File: config.mk
export PLATFORM = sky130hd
export DESIGN_NAME = mod_buffer_reader
export DESIGN_NICKNAME = d
export VERILOG_FILES = /design/src/rtl/mod_buffer_reader_pkg.sv /design/src/rtl/sym_skid_fifo.sv /design/src/rtl/mod_buffer_reader.sv
export SDC_FILE = /design/constraint.sdc
export NUM_CORES = 1
export LEC_CHECK = 0
export BUFFER_PORTS_ARGS = -buffer_cell sky130_fd_sc_hd__buf_2
export CAP_MARGIN = 5
export CORE_UTILIZATION = 55
export DETAILED_ROUTE_END_ITERATION = 10
export GPL_TIMING_DRIVEN = 0
export PLACE_DENSITY = 0.89
export SLEW_MARGIN = 25
export SYNTH_ARGS = -nofsm -noshare
export SYNTH_HDL_FRONTEND = slang
export SYNTH_SLANG_ARGS = --single-unit
File: constraint.sdc
create_clock -name CLK_Mod -period 5.4 [get_ports CLK_Mod]
set_input_delay 0.27 -clock CLK_Mod [delete_from_list [all_inputs] [get_ports CLK_Mod]]
set_output_delay 0.27 -clock CLK_Mod [all_outputs]
set_load 0.02 [all_outputs]
File: src/rtl/mod_buffer_reader_pkg.sv
// Shared parameters and FSM state type for the PUSCH modulation buffer reader.
package mod_buffer_reader_pkg;

    localparam int unsigned DEF_DATA_WIDTH = 18;
    localparam int unsigned DEF_ADDR_WIDTH = 11;
    localparam int unsigned DEF_MAX_SYMB   = 1200;

    typedef enum logic [1:0] {
        IDLE  = 2'd0,
        READ  = 2'd1,
        DRAIN = 2'd2
    } rd_state_e;

endpackage

File: src/rtl/sym_skid_fifo.sv
// Two-entry symbol FIFO; the head stays put until it is popped.
module sym_skid_fifo #(
    parameter int unsigned WIDTH = 37
) (
    input  logic             clk_i,
    input  logic             rst_ni,
    input  logic             push_i,
    input  logic [WIDTH-1:0] data_i,
    input  logic             pop_i,
    output logic [WIDTH-1:0] data_o,
    output logic             valid_o,
    output logic [1:0]       count_o
);

    logic [WIDTH-1:0] mem_q [2];
    logic             wr_ptr_q;
    logic             rd_ptr_q;
    logic [1:0]       count_q;
    logic             pop_ok;
    logic             push_ok;

    // Qualify requests so the FIFO never over- or under-flows
    always_comb begin
        pop_ok  = pop_i && (count_q != 2'd0);
        push_ok = push_i && ((count_q != 2'd2) || pop_ok);
    end

    // Storage, pointers and occupancy
    always_ff @(posedge clk_i or negedge rst_ni) begin
        if (!rst_ni) begin
            mem_q[0] <= '0;
            mem_q[1] <= '0;
            wr_ptr_q <= 1'b0;
            rd_ptr_q <= 1'b0;
            count_q  <= 2'd0;
        end else begin
            if (push_ok) begin
                mem_q[wr_ptr_q] <= data_i;
                wr_ptr_q        <= ~wr_ptr_q;
            end
            if (pop_ok) begin
                rd_ptr_q <= ~rd_ptr_q;
            end
            count_q <= count_q + 2'(push_ok) - 2'(pop_ok);
        end
    end

    assign data_o  = mem_q[rd_ptr_q];
    assign valid_o = (count_q != 2'd0);
    assign count_o = count_q;

endmodule

File: src/rtl/mod_buffer_reader.sv
// Streams completed ping-pong buffer banks out as I/Q symbols with backpressure.
module mod_buffer_reader
    import mod_buffer_reader_pkg::*;
#(
    parameter int unsigned DATA_WIDTH = DEF_DATA_WIDTH,
    parameter int unsigned ADDR_WIDTH = DEF_ADDR_WIDTH,
    parameter int unsigned MAX_SYMB   = DEF_MAX_SYMB
) (
    input  logic                  CLK_Mod,
    input  logic                  RST_Mod,
    input  logic                  Done_In,
    input  logic [ADDR_WIDTH-1:0] Last_addr_In,
    output logic                  Rd_en,
    output logic                  Rd_bank,
    output logic [ADDR_WIDTH-1:0] Rd_addr,
    input  logic [DATA_WIDTH-1:0] Rd_data_I,
    input  logic [DATA_WIDTH-1:0] Rd_data_Q,
    output logic [DATA_WIDTH-1:0] Out_I,
    output logic [DATA_WIDTH-1:0] Out_Q,
    output logic                  Out_Valid,
    input  logic                  Out_Ready,
    output logic                  Out_Last,
    output logic                  Bank_Free,
    output logic                  Overrun,
    output logic                  Busy
);

    localparam int unsigned           FIFO_W  = 2 * DATA_WIDTH + 1;
    localparam logic [ADDR_WIDTH-1:0] MAX_LEN = ADDR_WIDTH'(MAX_SYMB);

    rd_state_e             state_q, state_d;
    logic [1:0]            pending_q, pending_d;
    logic                  fill_bank_q, fill_bank_d;
    logic                  rd_bank_q, rd_bank_d;
    logic [ADDR_WIDTH-1:0] len_q [2];
    logic [ADDR_WIDTH-1:0] len_d [2];
    logic [ADDR_WIDTH-1:0] cur_len_q, cur_len_d;
    logic [ADDR_WIDTH-1:0] rd_addr_q, rd_addr_d;
    logic                  inflight_q, inflight_last_q;
    logic                  overrun_q, overrun_d;
    logic                  bank_free_q;

    logic                  done_acc_c;
    logic                  free_c;
    logic                  rd_en_c;
    logic                  rd_last_c;
    logic                  pop_c;
    logic [2:0]            occ_c;
    logic [ADDR_WIDTH-1:0] clamp_len_c;

    logic [FIFO_W-1:0]     fifo_head;
    logic                  fifo_valid;
    logic [1:0]            fifo_count;

    // Writer-side bookkeeping: accept, drop or flag each Done_In
    always_comb begin
        done_acc_c  = 1'b0;
        fill_bank_d = fill_bank_q;
        overrun_d   = overrun_q;
        len_d       = len_q;
        clamp_len_c = (Last_addr_In > MAX_LEN) ? MAX_LEN : Last_addr_In;
        if (Done_In && (Last_addr_In != '0)) begin
            if (pending_q == 2'd2) begin
                overrun_d = 1'b1;
            end else begin
                done_acc_c         = 1'b1;
                fill_bank_d        = ~fill_bank_q;
                len_d[fill_bank_q] = clamp_len_c;
            end
        end
    end

    // Read FSM; Rd_en is combinational because the credit check must see this cycle's pop
    always_comb begin
        state_d   = state_q;
        cur_len_d = cur_len_q;
        rd_addr_d = rd_addr_q;
        rd_en_c   = 1'b0;
        rd_last_c = 1'b0;
        free_c    = 1'b0;
        pop_c     = fifo_valid && Out_Ready;
        occ_c     = 3'(fifo_count) + 3'(inflight_q) - 3'(pop_c);
        unique case (state_q)
            IDLE: begin
                if ((pending_q != 2'd0) || done_acc_c) begin
                    state_d   = READ;
                    cur_len_d = len_d[rd_bank_q];
                    rd_addr_d = '0;
                end
            end
            READ: begin
                if (occ_c < 3'd2) begin
                    rd_en_c   = 1'b1;
                    rd_addr_d = rd_addr_q + ADDR_WIDTH'(1);
                    if (rd_addr_q == (cur_len_q - ADDR_WIDTH'(1))) begin
                        rd_last_c = 1'b1;
                        state_d   = DRAIN;
                    end
                end
            end
            DRAIN: begin
                if (pop_c && fifo_head[FIFO_W-1]) begin
                    free_c  = 1'b1;
                    state_d = IDLE;
                end
            end
            default: state_d = IDLE;
        endcase
        rd_bank_d = free_c ? ~rd_bank_q : rd_bank_q;
        case ({done_acc_c, free_c})
            2'b10:   pending_d = pending_q + 2'd1;
            2'b01:   pending_d = pending_q - 2'd1;
            default: pending_d = pending_q;
        endcase
    end

    // State and bookkeeping registers
    always_ff @(posedge CLK_Mod or negedge RST_Mod) begin
        if (!RST_Mod) begin
            state_q         <= IDLE;
            pending_q       <= 2'd0;
            fill_bank_q     <= 1'b0;
            rd_bank_q       <= 1'b0;
            len_q[0]        <= '0;
            len_q[1]        <= '0;
            cur_len_q       <= '0;
            rd_addr_q       <= '0;
            inflight_q      <= 1'b0;
            inflight_last_q <= 1'b0;
            overrun_q       <= 1'b0;
            bank_free_q     <= 1'b0;
        end else begin
            state_q         <= state_d;
            pending_q       <= pending_d;
            fill_bank_q     <= fill_bank_d;
            rd_bank_q       <= rd_bank_d;
            len_q[0]        <= len_d[0];
            len_q[1]        <= len_d[1];
            cur_len_q       <= cur_len_d;
            rd_addr_q       <= rd_addr_d;
            inflight_q      <= rd_en_c;
            inflight_last_q <= rd_last_c;
            overrun_q       <= overrun_d;
            bank_free_q     <= free_c;
        end
    end

    sym_skid_fifo #(
        .WIDTH (FIFO_W)
    ) u_fifo (
        .clk_i   (CLK_Mod),
        .rst_ni  (RST_Mod),
        .push_i  (inflight_q),
        .data_i  ({inflight_last_q, Rd_data_I, Rd_data_Q}),
        .pop_i   (pop_c),
        .data_o  (fifo_head),
        .valid_o (fifo_valid),
        .count_o (fifo_count)
    );

    assign Rd_en                   = rd_en_c;
    assign Rd_bank                 = rd_bank_q;
    assign Rd_addr                 = rd_addr_q;
    assign {Out_Last, Out_I, Out_Q} = fifo_head;
    assign Out_Valid               = fifo_valid;
    assign Bank_Free               = bank_free_q;
    assign Overrun                 = overrun_q;
    assign Busy                    = (state_q != IDLE);

endmodule
==> flow_metrics.env <==
export IMPL_start_util_pct=57.05
export IMPL_cp_max_fo=7
export IMPL_start_kind="register"
export IMPL_synth_main_ff_cell="dfrtp_1"
export IMPL_setup_viol=0
export IMPL_setup_tns_ps=0
export IMPL_leakage_nw=3.566
export IMPL_r2r_start="u_fifo.count_o[0]$_DFF_PN0_"
export IMPL_yosys_cell_count_top_type="dfrtp_1"
export IMPL_max_slew_worst_pin_slew_ps=1007
export IMPL_num_vias=4458
export IMPL_async_reset_ff_share_pct=100.0
export IMPL_crit_slowest_cell="nor3_1"
export IMPL_r2r_end="Rd_addr[4]$_DFFE_PN0P_"
export IMPL_antenna_found_initial=0
export IMPL_rows=38
export IMPL_root_buffer="clkbuf_16"
export IMPL_finalHoldViolCount=0
export IMPL_die_w_um=108.7
export IMPL_clkTransAtPathRegs_ps=60
export IMPL_dp_hpwl_um=9486
export IMPL_hold_buffers=1
export IMPL_vdd_ir_drop_max_uv=426.5
export IMPL_crit_type="reg -> out"
export IMPL_synth_cells=505
export IMPL_synth_edf_count=0
export IMPL_cp_arrival_ps=3200
export IMPL_crit_family="simple AND/OR/NAND/NOR gates"
export IMPL_drcViolationCount=0
export IMPL_cts_tree="done"
export IMPL_cts_buffer_depth=2
export IMPL_seq_area_frac_synth_pct=52.72
export IMPL_report_final_slew_viol_count=0
export IMPL_min_to="u_fifo.mem_q[31]$_DFFE_PN0P_"
export IMPL_synthToLayoutAreaGrowth_pct=22.06
export IMPL_clkSinkCount=132
export IMPL_hold_start="Rd_data_I[13]"
export IMPL_syn_avg_cell_area_um2=12.41
export IMPL_clock_skew_ps=6.606
export IMPL_drt_pass1_iterations=4
export IMPL_grt_util_all_layers_pct=24.86
export IMPL_cts_setup_buffers=0
export IMPL_grt_setup_unrepaired="false"
export IMPL_post_route_util_pct=69.64
export IMPL_seq_area_mm2=0.003303
export IMPL_synth_distinct_cells=55
export IMPL_drtIter0Drc=238
export IMPL_reg2reg_slack_ps=1950
export IMPL_grt_max_degree=76
export IMPL_clock_fmax_mhz=288.0
export IMPL_pin_count=105
export IMPL_yosys_warnings=0
export IMPL_clk_latency_ps=420
export IMPL_min_path_type="in -> reg"
export IMPL_wirelength_um=13680
export IMPL_antenna_cells=0
export IMPL_syn_nets=563
export IMPL_place_gp_congestion=0.8901
export IMPL_reg2reg_depth=10
export IMPL_hold_depth=2
export IMPL_relSlewSlack_pct=31.95
export IMPL_drive_above_1_share_pct=42.68
export IMPL_worst_path_largest_cell_delay_ps=480
export IMPL_ant_nets=0
export IMPL_path_cells="or2_2, and2_1, ha_1, nor2b_1, fa_1, nand2b_1, nor3_1, buf_2"
export IMPL_fin_cells=782
export IMPL_overflow=0
export IMPL_netlist_area_mm2=0.006266
export IMPL_required_ps=5130
export IMPL_synth_area_leaders="dfrtp_1 (53%), mux2_2 (22%), xor2_1 (2.0%), inv_1 (1.9%), nand2_1 (1.8%)"
export IMPL_viasPerCell=5.701
export IMPL_portBuffers=103
export IMPL_ctsResizeCount=0
export IMPL_multi_input_area_mm2=0.002754
export IMPL_yosys_register_bits=132
export IMPL_drv_cap=0
export IMPL_fp_coreArea_mm2=0.01098
export IMPL_power_per_cell_area_mw_per_mm2=615.9
export IMPL_place_inst=749
export IMPL_period_minus_slack_ps=3473
export IMPL_cts_buffers=17
export IMPL_fin_crit_sh_pct=64.31
export IMPL_htree_levels=4
export IMPL_synth_top_area_cell="dfrtp_1"
export IMPL_yosysTopAreaCellShare_pct=52.72
export IMPL_grt_pass1_vias=4540
export IMPL_fp_dieH_um=108.7
export IMPL_dieArea_mm2=0.01182
export IMPL_grt_pass1_wl_um=22000
export IMPL_status="finished clean"
export IMPL_cp_end_kind="output port"
export IMPL_cp_num_buf_inv=1
export IMPL_nFillCells=760
export IMPL_post_drt_wl_per_cell_um=17.49
export IMPL_final_nets=687
export IMPL_ys_top_cells_by_count="dfrtp_1 (132), mux2_2 (121), inv_1 (31), nand2_1 (30), nor2_1 (21)"
==> layout make-up <==
cell class | count | area share [%]
clock buffers | 21 | 6.151
inverters | 32 | 1.570
clock inverters | 11 | 2.274
flip-flops and latches | 132 | 43.19
multi-input cells | 322 | 36.01
well taps | 140 | 2.290
plain buffers | 19 | 1.161
repair buffers | 105 | 7.361
==> worst reg2reg max path, delay by kind of cell (launching register included) <==
kind | cells | cell delay [ps]
xor gates and xnor gates | 1 | 200
and+or+nand+nor | 7 | 1980
DFF | 1 | 390
adders and majority gates | 2 | 740
==> through the flow <==
step                      setup slack [ps]  area, um^2  power (mW)  hold WS (ps)
final                                 1927        7649       4.711         92.85
after global routing                  1721        7649       4.974         87.24
after CTS                             1936        7649       4.738         79.23
after detailed placement              1979        6994       3.462         275.2
after global placement                2090        6957       3.354         454.8
after floorplan                       2149        6266       2.939        -25.59
==> logic make-up (layout without fill, tap and decap cells) <==
kind of cell	after synthesis	count (layout)	synth area share, %
flip-flops	132	132	52.72
multiplexers	130	130	23.26
AND/OR/NAND/NOR	111	111	9.485
buffers and inverters	51	188	3.334
AO/OA/AOI/OAI	48	48	6.050
XOR/XNOR	26	26	3.634
adder cells (fa/ha/maj)	7	7	1.518
==> state kept, by name, indices dropped and copies added, names as in the netlist <==
signal           count
u_fifo.count_o       2
u_fifo.rd_ptr_q      1
Rd_bank              1
len_q               22
cur_len_q           11
state_q              2
Bank_Free            1
Rd_addr             11
pending_q            2
u_fifo.wr_ptr_q      1
inflight_q           1
Overrun              1
u_fifo.mem_q        74
inflight_last_q      1
fill_bank_q          1
==> worst max path at each step <==
stage | from | end | slack [ps] | depth (start not counted)
2_1_floorplan | u_fifo.count_o[0]$_DFF_PN0_ | state_q[1]$_DFFE_PN0P_ | 2150 | 10
3_3_place_gp | u_fifo.count_o[1]$_DFF_PN0_ | Rd_addr[6]$_DFFE_PN0P_ | 2090 | 10
3_5_place_dp | u_fifo.count_o[0]$_DFF_PN0_ | Rd_addr[4]$_DFFE_PN0P_ | 1980 | 10
4_1_cts | u_fifo.count_o[0]$_DFF_PN0_ | Rd_en | 1940 | 8
5_1_grt | u_fifo.count_o[0]$_DFF_PN0_ | Rd_addr[10]$_DFFE_PN0P_ | 1720 | 10
6_report | u_fifo.count_o[0]$_DFF_PN0_ | Rd_en | 1930 | 8
==> layout by cell type (no fill, tap or decap), types with 9 or more instances in the layout <==
cell type,Yosys,routed
buf_2,5,107
clkbuf_1,12,13
clkbuf_16,0,17
dfrtp_1,132,132
inv_1,31,31
mux2_2,121,121
nand2_1,30,30
nand2b_1,9,9
nor2_1,21,21
o221ai_1,9,9
xnor2_1,12,12
xor2_1,14,14
==> metal layers <==
layer  routed length (um)  global-route usage (%)  vias to the layer above  share of wire [%]
met4                  254                   11.00                        0                1.9
met1                 6025                   30.85                     2239                 44
met2                 6626                   41.59                      155                 48
met5                    0                       0                        -                  0
met3                  771                   5.619                       24                5.6
li1                     -                       -                     2040                  -
==> report_power, final <==
part / switching (mW) / internal (mW)
clock: 0.434 / 0.810
sequential: 0.215 / 1.40
combinational: 0.977 / 0.872
total: 1.63 / 3.08
Power figures use the tool's default switching activity.
